--- config.mk ---
export PLATFORM = sky130hd
export DESIGN_NAME = cpu_step_controller
export DESIGN_NICKNAME = d
export VERILOG_FILES = /design/src/rtl/cpu_step_controller.sv
export SDC_FILE = /design/constraint.sdc
export NUM_CORES = 1
export LEC_CHECK = 0
export CAP_MARGIN = 5
export CORE_UTILIZATION = 40
export CTS_BUF_LIST = sky130_fd_sc_hd__clkbuf_16
export DETAILED_ROUTE_END_ITERATION = 12
export HOLD_SLACK_MARGIN = 0.02
export PLACE_DENSITY = 0.65
export SYNTH_ARGS = -nofsm -noshare
export SYNTH_HDL_FRONTEND = slang
export SYNTH_SLANG_ARGS = --single-unit
--- constraint.sdc ---
create_clock -name clock -period 2.7 [get_ports clock]
set_clock_uncertainty 0.05 [all_clocks]
set_input_delay 0.27 -clock clock [delete_from_list [all_inputs] [get_ports clock]]
set_output_delay 0.27 -clock clock [all_outputs]
set_load 0.005 [all_outputs]
--- src/rtl/cpu_step_controller.sv ---
// Instruction-enable sequencer for the MIPS core: halt, single-step, divided free-run
// and N-instruction burst, with a PC breakpoint that stops before the matching instruction.
//
// state  | meaning
// -------+-------------------------------------------------------------
// HALTED | no enables; waits for burst, step edge or run request
// STEP   | one enable this cycle, then back to HALTED
// RUN    | one enable every RATE_DIV cycles while run_req is held
// BURST  | one enable per cycle until remaining runs out or a breakpoint
module cpu_step_controller #(
  parameter int RATE_DIV = 50000,
  parameter int CNT_W    = 16
) (
  input  logic             clock,
  input  logic             reset,
  input  logic             step_req,
  input  logic             run_req,
  input  logic             burst_req,
  input  logic [CNT_W-1:0] burst_len,
  input  logic             bp_enable,
  input  logic [31:0]      bp_addr,
  input  logic [31:0]      pc,
  output logic             cpu_en,
  output logic [1:0]       mode,
  output logic             bp_hit,
  output logic [31:0]      cycle_count
);

  localparam int DIV_W = (RATE_DIV > 2) ? $clog2(RATE_DIV) : 1;

  localparam logic [1:0] HALTED = 2'd0;
  localparam logic [1:0] STEP   = 2'd1;
  localparam logic [1:0] RUN    = 2'd2;
  localparam logic [1:0] BURST  = 2'd3;

  logic             step_q;
  logic             skip;
  logic [DIV_W-1:0] divider;
  logic [CNT_W-1:0] remaining;
  logic             step_edge;
  logic             break_now;
  logic             tick;

  always_comb begin
    step_edge = step_req & ~step_q;
    // skip lets the instruction we stopped on execute once after resuming
    break_now = bp_enable & (pc == bp_addr) & ~skip;
    tick      = (divider == DIV_W'(RATE_DIV - 1));
    cpu_en    = 1'b0;
    case (mode)
      STEP:    cpu_en = 1'b1;
      RUN:     cpu_en = tick & run_req & ~break_now;
      BURST:   cpu_en = ~break_now;
      default: cpu_en = 1'b0;
    endcase
  end

  always_ff @(posedge clock or negedge reset) begin
    if (!reset) begin
      mode        <= HALTED;
      bp_hit      <= 1'b0;
      cycle_count <= 32'd0;
      divider     <= '0;
      remaining   <= '0;
      step_q      <= 1'b0;
      skip        <= 1'b0;
    end else begin
      step_q <= step_req;
      if (cpu_en) begin
        cycle_count <= cycle_count + 32'd1;
        skip        <= 1'b0;
      end
      case (mode)
        HALTED: begin
          if (burst_req && (burst_len != '0)) begin
            mode      <= BURST;
            remaining <= burst_len;
            skip      <= 1'b1;
            bp_hit    <= 1'b0;
          end else if (step_edge) begin
            mode   <= STEP;
            skip   <= 1'b1;
            bp_hit <= 1'b0;
          end else if (run_req) begin
            mode    <= RUN;
            divider <= '0;
            skip    <= 1'b1;
            bp_hit  <= 1'b0;
          end
        end
        STEP: begin
          mode <= HALTED;
          skip <= 1'b0;
        end
        RUN: begin
          divider <= tick ? '0 : divider + DIV_W'(1);
          if (!run_req) begin
            mode <= HALTED;
          end else if (tick && break_now) begin
            mode   <= HALTED;
            bp_hit <= 1'b1;
          end
        end
        BURST: begin
          if (break_now) begin
            mode      <= HALTED;
            bp_hit    <= 1'b1;
            remaining <= '0;
          end else begin
            remaining <= remaining - CNT_W'(1);
            if (remaining == CNT_W'(1)) mode <= HALTED;
          end
        end
        default: mode <= HALTED;
      endcase
    end
  end

endmodule

; ---- After elaboration in Yosys (flattened, before gate mapping)
; Cells that the tools add are included.
[op_classes]
n_addsub = 3
n_eq_ne = 16
n_mux = 29
n_bitwise = 8
reduce_logical = 11
[ops]
columns = op, n
row1 = $mux W16, 6
row2 = $pmux W16 S2, 2
row3 = $add A32 B1 Y32 const B, 1
row4 = $eq A32 B32 Y1, 1
row5 = $add A16 B1 Y16 const B, 1
row6 = $eq A16 B1 Y1 const B, 1
row7 = $eq A16 B16 Y1 const B, 1
row8 = $reduce_bool A16 Y1, 1
row9 = $sub A16 B1 Y16 const B, 1
row10 = $mux W2, 7
row11 = $ne A2 B2 Y1 const B, 7
row12 = $mux W1, 10
row13 = $pmux W2 S4, 1
row14 = $ne A3 B3 Y1 const B, 2
row15 = $pmux W1 S3, 2
row16 = $and A1 B1 Y1, 5
row17 = $reduce_and A5 Y1, 1
row18 = $eq A2 B2 Y1 const B, 2
row19 = $ne A4 B4 Y1 const B, 1
row20 = $reduce_and A4 Y1, 1
row21 = $reduce_bool A2 Y1, 2
row22 = $not A1 Y1, 3
row23 = $reduce_and A3 Y1, 1
row24 = $reduce_bool A3 Y1, 1
row25 = 5 further kinds, 6
[word_totals]
reg_bits = 69
input_bits = 86

; ---- Logic depth before layout (Yosys ltp)
; Gate-level depths: netlist (run 1).
[logic_depth]
word_depth = 11
depth_mapped = 8
ltp_nobuf = 8

; ---- Worst setup path before layout (run 1)
; OpenSTA, ideal clock, no wires.
[synth_path]
path_kind = register to register
start = register remaining[0]
end = register remaining[12]
setup_ns = 0.124
t_arrival_ns = 2.112
required_time_ns = 2.526
path_slack_ns = 0.414
stages_incl_launch_ff = 9
path_cell_list = dfrtp_1 -> inv_1 -> ha_1 -> or3b_2 -> nor3_1 -> nand2_1 -> o31ai_1 -> o21ai_0 -> a211o_1
[synth_via]
elab_chain_cells = 3
[synth_rtl]
columns = element, line_no
row1 = "start, declared", 39  ; logic [CNT_W-1:0] remaining;
row2 = "start signal, assigned", 77  ; remaining <= burst_len;
row3 = "start signal, assigned", 110  ; remaining <= remaining - CNT_W'(1);
row4 = $sub A16 B1 Y16, 110
row5 = $mux W16, 105  ; if (break_now) begin
row6 = $pmux W16 S2, 73  ; case (mode)
; Every way passes these cells.
; A chain may end at the register's enable or synchronous reset.

; ---- Worst setup path after layout (run 1)
[layout_path]
start = input port bp_addr[26]
end = output port cpu_en
[layout_via]
elab_chain_cells = 6
[layout_rtl]
columns = element, line_no
row1 = "start, declared", 21  ; input logic [31:0] bp_addr,
row2 = $eq A32 B32 Y1 (*), 47  ; break_now = bp_enable & (pc == bp_addr) & ~skip;
row3 = $and A1 B1 Y1 (*) (2 in a row), 47
row4 = $not A1 Y1 (*), "52, 53"
row5 = $and A1 B1 Y1, 52  ; RUN: cpu_en = tick & run_req & ~break_now;
row6 = $pmux W1 S3 (*), 50  ; case (mode)
row7 = "end, declared", 23  ; output logic cpu_en,
; Mark *: on every way between the ends. The rest lies on a longest branch, timed or not.

==> results by group, run 1 <==
Final layout
  • Post-Route Utilization: 59.2%
  • P&R area growth vs syn: 44.1%
  • Share of cells above drive strength 1: 8.61%
  • Nets: a little under 700
  • N_diodes: 0
  • Multi-input logic area: roughly 2400 um^2
  • Fillers: 908
  • Sequential cell area: between 1500 and 2000 um^2
  • Design Area, Final: roughly 6100 um^2

Yosys
  • Top post-synthesis cells by count: 69 x dfrtp_1, 59 x xor2_1, 40 x nand2_1
  • Adder-cell share of the synthesized area: approximately 1.2%
  • Syn Area/Cell: approximately 9.4 um^2
  • Synth warn: 0
  • Main combinational cell family by area after synthesis: simple AND/OR/NAND/NOR gates
  • Synth Area in Compound Gates: between 10% and 20%
  • Yosys cell types: 51
  • Simple-gate share of the synthesized area: approximately 22%
  • Synth Net Count: 541
  • Largest area contributor in the netlist: dfrtp_1
  • Mapped Cells: ~450
  • Async set-reset flop share out of synthesis: between 90% and 100%
  • Most common cell in the netlist: dfrtp_1
  • Post-synthesis mux area share: around 1.5%
  • Synth Flop Type: dfrtp_1
  • Synth top area share: approximately two fifths
  • Post-synthesis cell area: roughly 4200 um^2
  • XOR/XNOR share of the synthesized area: between 15 and 20%
  • Synth Register Bits: 69
  • Synth area leaders: dfrtp_1 41%, xor2_1 12%, nand2_1 3.6%, a2111oi_0 3.5%, xnor2_1 3.1%
  • Number of synthesized flops with an enable pin: 0
  • Sequential share of the synthesized area: about 41%

Routing
  • Via Count: between 3000 and 4000
  • Pre-antenna DRT Iters: 5
  • Post-DRT Antenna Nets: 0
  • Number of vias per cell: about 5.5
  • Routed length per placed instance: 16.1 um
  • Wirelength, routed: between 10000 and 15000 um
  • Initial DRC Count: ~200
  • Post-route DRC: 0

Power
  • Max VDD drop: ~0.00043 V
  • Final Total Pwr: about 0.0044 W
  • Leakage: about 2.6 nW
  • Power per cell area: roughly 730 nW/um^2

CTS
  • Worst skew pair latency: approximately 330 ps
  • Clk buf depth: 2
  • Clock root cell: clkbuf_16
  • CTS Buf Count: 9
  • CTS clk-pin slew, worst paths: approximately 50 ps
  • # H-tree levels: 3
  • CTS tree: built
  • Clock sinks: between 60 and 70

Setup path
  • Setup crit start kind: input pin
  • Worst Setup End Kind: primary output
  • Worst EP arrival: 2260 ps
  • Setup CP Type: input pin to primary output
  • Req. time, crit path: between 2000 and 2500 ps
  • CP max FO: 2

Placed design
  • HPWL after DPL: 8830 um
  • Pre-CTS setup slack: -120 ps
  • Final Wtd Congestion: around 0.85
  • Buffers on Ports: 121
  • Placed inst area: 5760 um^2

GRT
  • First-pass GRT wire length: between 15000 and 20000 um
  • Vias in the first global route: roughly 4000
  • GRT overflow: 0
  • Initial antenna violation count: 0
  • Largest net degree at the start of global routing: 70
  • GRT Overall Usage: approximately 22%

Floorplanning
  • Num rows: 37
  • CORE AREA: 10300 um^2
  • Num ports: 122
  • Die height: around 100 um
  • Width of the die: ~100 um
  • Initial Utilization: between 40% and 50%
  • Die area: ~11000 um^2

STA
  • Slew @ Worst Pin: 915 ps
  • Period minus WS final: between 2000 and 3000 ps
  • Final Cycle Share: 95.5%
  • Final setup fails: 0
  • Slew Limit Fails: 0
  • Slew HR: 38.8%
  • Final Hold Fails: 0
  • FMAX: 388 MHz
  • PnR worst setup slack: 121 ps
  • RSZ-0062 raised after global routing: false

Flow run
  • Max-Cap Viols: 0

Run status
  • Outcome: finished, final reports clean

Hold path
  • Min-delay worst type: input pin to register
## worst paths after layout
check	start	to	slack [ps]	cells after the start
min in group asynchronous	reset	cycle_count[21]$_DFFE_PN0P_	440	3
max reg2reg	remaining[0]$_DFFE_PN0P_	remaining[12]$_DFFE_PN0P_	180	8
min reg2reg	cycle_count[31]$_DFFE_PN0P_	cycle_count[31]$_DFFE_PN0P_	420	1
max	bp_addr[26]	cpu_en	120	8
max in group asynchronous	reset	bp_hit$_DFFE_PN0P_	1850	3
min	step_req	step_q$_DFF_PN0_	370	1
## kinds of logic (layout without fill, tap and decap cells)
kind of cell | after synthesis | after routing
muxes | 6 | 6
buffers and inverters | 33 | 174
DFF | 69 | 69
xor gates and xnor gates | 74 | 74
AOI/OAI and AO/OA | 97 | 97
and+or+nand+nor | 168 | 168
adders and majority gates | 4 | 4
## worst max-delay path, stage by stage
cell and delay, ps:
clkdlybuf4s50_1 430, xor2_1 170, nor4_1 330, buf_4 160, nand4_1 120, nor4_4 380
a21oi_2 120, dlygate4sd2_1 280
## flip-flops by register name, indices dropped and copies added, names as in the netlist
signal	cells
skip	1
mode	2
step_q	1
remaining	16
cycle_count	32
bp_hit	1
divider	16
## metal layers
metal	vias up	global-route usage, %	wire length, um
met5	-	0	0
met4	0	6.54	133
met3	10	5.05	832
met2	150	36.8	5520
met1	1888	29.5	5270
li1	1943	-	-
## per-stage QoR
step	setup TNS (ps)	instances	hold slack, ps
CTS	0	728	362
global placement	-807	712	272
floorplan	0	451	-75.6
detailed placement	-1850	712	274
global route	0	728	360
finish	0	728	375
## timing repair
item / in CTS / in global routing
setup buffers: 0 / 0
gates resized for setup: 3 / 1
setup endpoints to repair: 1 / 1
endpoints found under the hold margin: 69 / 0
hold buffers: 1 / 0
pin swaps: 3 / 0
## layout make-up
class                   count  share of cell area, %
well taps                 136                   2.80
flip-flops and latches     69                   28.4
inverters                  13                  0.802
clock inverters             6                   1.46
clock buffers               9                   3.70
multi-input cells         349                   39.3
repair buffers            146                   23.5
## cells in the final DEF (no fill, tap or decap), types with 14 or more instances in the layout
cell	netlist	layout
a2111oi_0	17	15
xor2_1	59	59
clkdlybuf4s50_1	0	119
and3_1	16	16
o21ai_0	26	26
nor4_1	14	14
nor2_1	25	25
dfrtp_1	69	69
xnor2_1	15	15
nand3_1	20	20
buf_4	0	21
nand2_1	40	40
a211oi_1	14	14
## power by group
group          switching, W  internal, W
sequential         0.000258      0.00124
clock              0.000437     0.000802
combinational      0.000900     0.000773
Note: power is estimated with default switching activity, not from simulation.
==> inputs of run 2 (changes only) <==
Settings changed: ABC_AREA set to 1, PLACE_DENSITY 0.65 to 0.63.
==> results by group, run 2 <==
Setup path
  • Worst Setup End Kind: register (was primary output)
  • Worst EP arrival: 2620 ps (was 2260 ps)
  • Setup crit start kind: register (was input pin)
  • CP max FO: 38 (was 2)
  • Req. time, crit path: 2920 ps (was 2380 ps)
  • Setup CP Type: register to register (was input pin to primary output)

Floorplanning
  • Num rows: 40 (was 37)
  • Num ports: 122 (unchanged)
  • Initial Utilization: 41.5% (was 41.1%)
  • Die area: 13100 um^2 (was 11000 um^2)
  • Die height: 114 um (was 105 um)
  • Width of the die: 114 um (was 105 um)
  • CORE AREA: 12200 um^2 (was 10300 um^2)

Final layout
  • Max reg flops: 32 (unchanged)
  • Share of cells above drive strength 1: 7.07% (was 8.61%)
  • Nets: 948 (was 678)
  • Sequential cell area: 1730 um^2 (unchanged)
  • Multi-input logic area: 2780 um^2 (was 2390 um^2)
  • Largest registers: cycle_count: 32 flops, divider: 16 flops, remaining: 16 flops (unchanged)
  • Fillers: 1169 (was 908)
  • Most common cell after layout, fill and taps aside: nand2_1 (was clkdlybuf4s50_1)
  • Most frequent cells in the layout: 171 x nand2_1, 119 x clkdlybuf4s50_1, 107 x inv_1, 81 x nor2_1, 69 x dfrtp_1 (was 119 x clkdlybuf4s50_1, 69 x dfrtp_1, 59 x xor2_1, 40 x nand2_1, 26 x o21ai_0)
  • N_diodes: 0 (unchanged)
  • Top reg by flops: cycle_count (unchanged)
  • P&R area growth vs syn: 33.0% (was 44.1%)

STA
  • Period minus WS final: 2400 ps (was 2580 ps)
  • Slew Limit Fails: 0 (unchanged)
  • Slew @ Worst Pin: 735 ps (was 915 ps)
  • PnR worst setup slack: 299 ps (was 121 ps)
  • RSZ-0062 raised after global routing: false (unchanged)
  • Final Cycle Share: 88.9% (was 95.5%)
  • Final Hold Fails: 0 (unchanged)
  • Final setup fails: 0 (unchanged)
  • Setup tns final: 0 ps (unchanged)
  • FMAX: 416 MHz (was 388 MHz)
  • Slew HR: 51.0% (was 38.8%)

Yosys
  • Largest area contributor in the netlist: dfrtp_1 (unchanged)
  • Mapped Cells: 731 (was 451)
  • Synth Register Bits: 69 (unchanged)
  • Async set-reset flop share out of synthesis: 100% (unchanged)
  • Synth top area share: 34.2% (was 40.9%)
  • Synth warn: 0 (unchanged)
  • Yosys cell types: 38 (was 51)
  • Syn Area/Cell: 6.90 um^2 (was 9.36 um^2)
  • Synth Net Count: 821 (was 541)
  • Sequential share of the synthesized area: 34.2% (was 40.9%)
  • Synth Flop Type: dfrtp_1 (unchanged)
  • Top post-synthesis cells by count: 171 x nand2_1, 107 x inv_1, 81 x nor2_1 (was 69 x dfrtp_1, 59 x xor2_1, 40 x nand2_1)
  • Synth area leaders: dfrtp_1 34%, nand2_1 13%, inv_1 8.0%, xor2_1 7.8%, nor2_1 6.0% (was dfrtp_1 41%, xor2_1 12%, nand2_1 3.6%, a2111oi_0 3.5%, xnor2_1 3.1%)
  • Most common cell in the netlist: nand2_1 (was dfrtp_1)
  • Number of synthesized flops with an enable pin: 0 (unchanged)
  • Post-synthesis cell area: 5050 um^2 (was 4220 um^2)

Routing
  • Routed wl met3: 569 um (was 832 um)
  • Number of vias per cell: 4.95 (was 5.48)
  • Pre-antenna DRT Iters: 5 (unchanged)
  • Post-DRT Antenna Nets: 0 (unchanged)
  • WL met2: 6740 um (was 5520 um)
  • Initial DRC Count: 289 (was 199)
  • Wire length on met1: 6170 um (was 5270 um)
  • Routed length per placed instance: 13.5 um (was 16.1 um)
  • Via Count: 5108 (was 3991)
  • Post-route DRC: 0 (unchanged)
  • Max layer used: met4 (unchanged)
  • Wirelength, routed: 13900 um (was 11800 um)

CTS
  • CTS tree: built (unchanged)
  • Clk buf depth: 2 (unchanged)
  • CTS Buf Count: 9 (unchanged)
  • Worst skew pair latency: 340 ps (was 330 ps)
  • Clock sinks: 69 (unchanged)
  • Clock root cell: clkbuf_16 (unchanged)
  • # H-tree levels: 3 (unchanged)
  • CTS clk-pin slew, worst paths: 60 ps (was 50 ps)

GRT
  • GRT overflow: 0 (unchanged)
  • Vias in the first global route: 4970 (was 3926)
  • Largest net degree at the start of global routing: 39 (was 70)
  • Initial antenna violation count: 0 (unchanged)
  • GRT Overall Usage: 23.0% (was 22.4%)
  • First-pass GRT wire length: 23500 um (was 19700 um)

Placed design
  • Final Wtd Congestion: 0.939 (was 0.846)
  • HPWL after DPL: 11100 um (was 8830 um)
  • Pre-CTS setup slack: 206 ps (was -120 ps)
  • Buffers on Ports: 121 (unchanged)

Power
  • Max VDD drop: 0.000486 V (was 0.000434 V)
  • Leakage: 2.98 nW (was 2.60 nW)
  • Power per cell area: 715 nW/um^2 (was 725 nW/um^2)

Run status
  • Outcome: finished, final reports clean (unchanged)

Hold path
  • Min-delay worst type: input pin to register (unchanged)

Flow run
  • Max-Cap Viols: 0 (unchanged)
[run 2: cells by family after synthesis]
kind of cell,count (synthesis),share of synthesized area [%]
XOR/XNOR,56,9.72
AO/OA/AOI/OAI,100,11.6
flip-flops,69,34.2
buffers and inverters,129,10.8
adder cells (fa/ha/maj),4,0.992
AND/OR/NAND/NOR,373,32.8
[run 2: final timing paths]
kind	from	end	slack, ps	cells past startpoint
min in group asynchronous	reset	cycle_count[3]$_DFFE_PN0P_	470	2
hold / removal	step_req	step_q$_DFF_PN0_	340	1
max in group asynchronous	reset	mode[1]$_DFFE_PN0P_	1360	3
hold reg to reg	bp_hit$_DFFE_PN0P_	bp_hit$_DFFE_PN0P_	460	2
setup reg to reg	divider[0]$_DFFE_PN0P_	cycle_count[30]$_DFFE_PN0P_	300	13
setup / recovery	divider[0]$_DFFE_PN0P_	cycle_count[30]$_DFFE_PN0P_	300	13
[run 2: layer usage]
metal	up-vias	global-route usage [%]
li1	2612	-
met1	2312	28.5
met2	146	39.5
met3	38	3.44
met4	0	10.9
met5	-	0
[run 2: layout make-up]
type	instances	share of cell area (%)
clock buffer	9	3.36
clock inverter	7	0.988
sequential	69	25.7
multi-input combinational	533	41.4
tap	168	3.13
timing repair buffer	129	18.9
inverter	116	6.49
[run 2: timing repair]
item / in CTS / in global routing
endpoints found under the hold margin: 32 / 0
buffers inserted: 0 / 0
gates resized for setup: 0 / 1
hold buffers: 1 / 0
setup endpoints to repair: 0 / 1
[run 2: critical path: stages (launching register included)]
cell and delay, ps:
dfrtp_1 380, ha_1 190, nand2_2 110, nor2_8 140, inv_2 30, nor2_1 110, nand2_1 130, o21ai_2 160
nand2_2 90, nand2_4 60, buf_4 330, buf_4 360, nand2_1 80, o21ai_1 70
[run 2: power breakdown]
part	total (W)	internal [W]	switching [W]
registers	0.00161	0.00131	0.000300
clock network	0.00117	0.000708	0.000461
logic	0.00202	0.000808	0.00121
[run 2: stage by stage]
stage / std cells / power (W) / util, % / cell area (um^2) / hold slack (ps)
after CTS: 1031 / 0.00483 / 55.2 / 6710 / 331
after floorplan: 731 / 0.00306 / - / 5050 / -75.6
after global placement: 1014 / 0.00357 / 52.7 / 6410 / 332
after global routing: 1031 / 0.00516 / 55.2 / 6710 / 360
after detailed placement: 1014 / 0.00364 / 52.7 / 6410 / 331
final: 1031 / 0.00480 / 55.2 / 6710 / 338
==> inputs of run 3 (changes only) <==
Settings changed: SLEW_MARGIN set to 20.
==> results of run 3 <==
No change in the layout: final DEF, timing and power equal those of run 2.
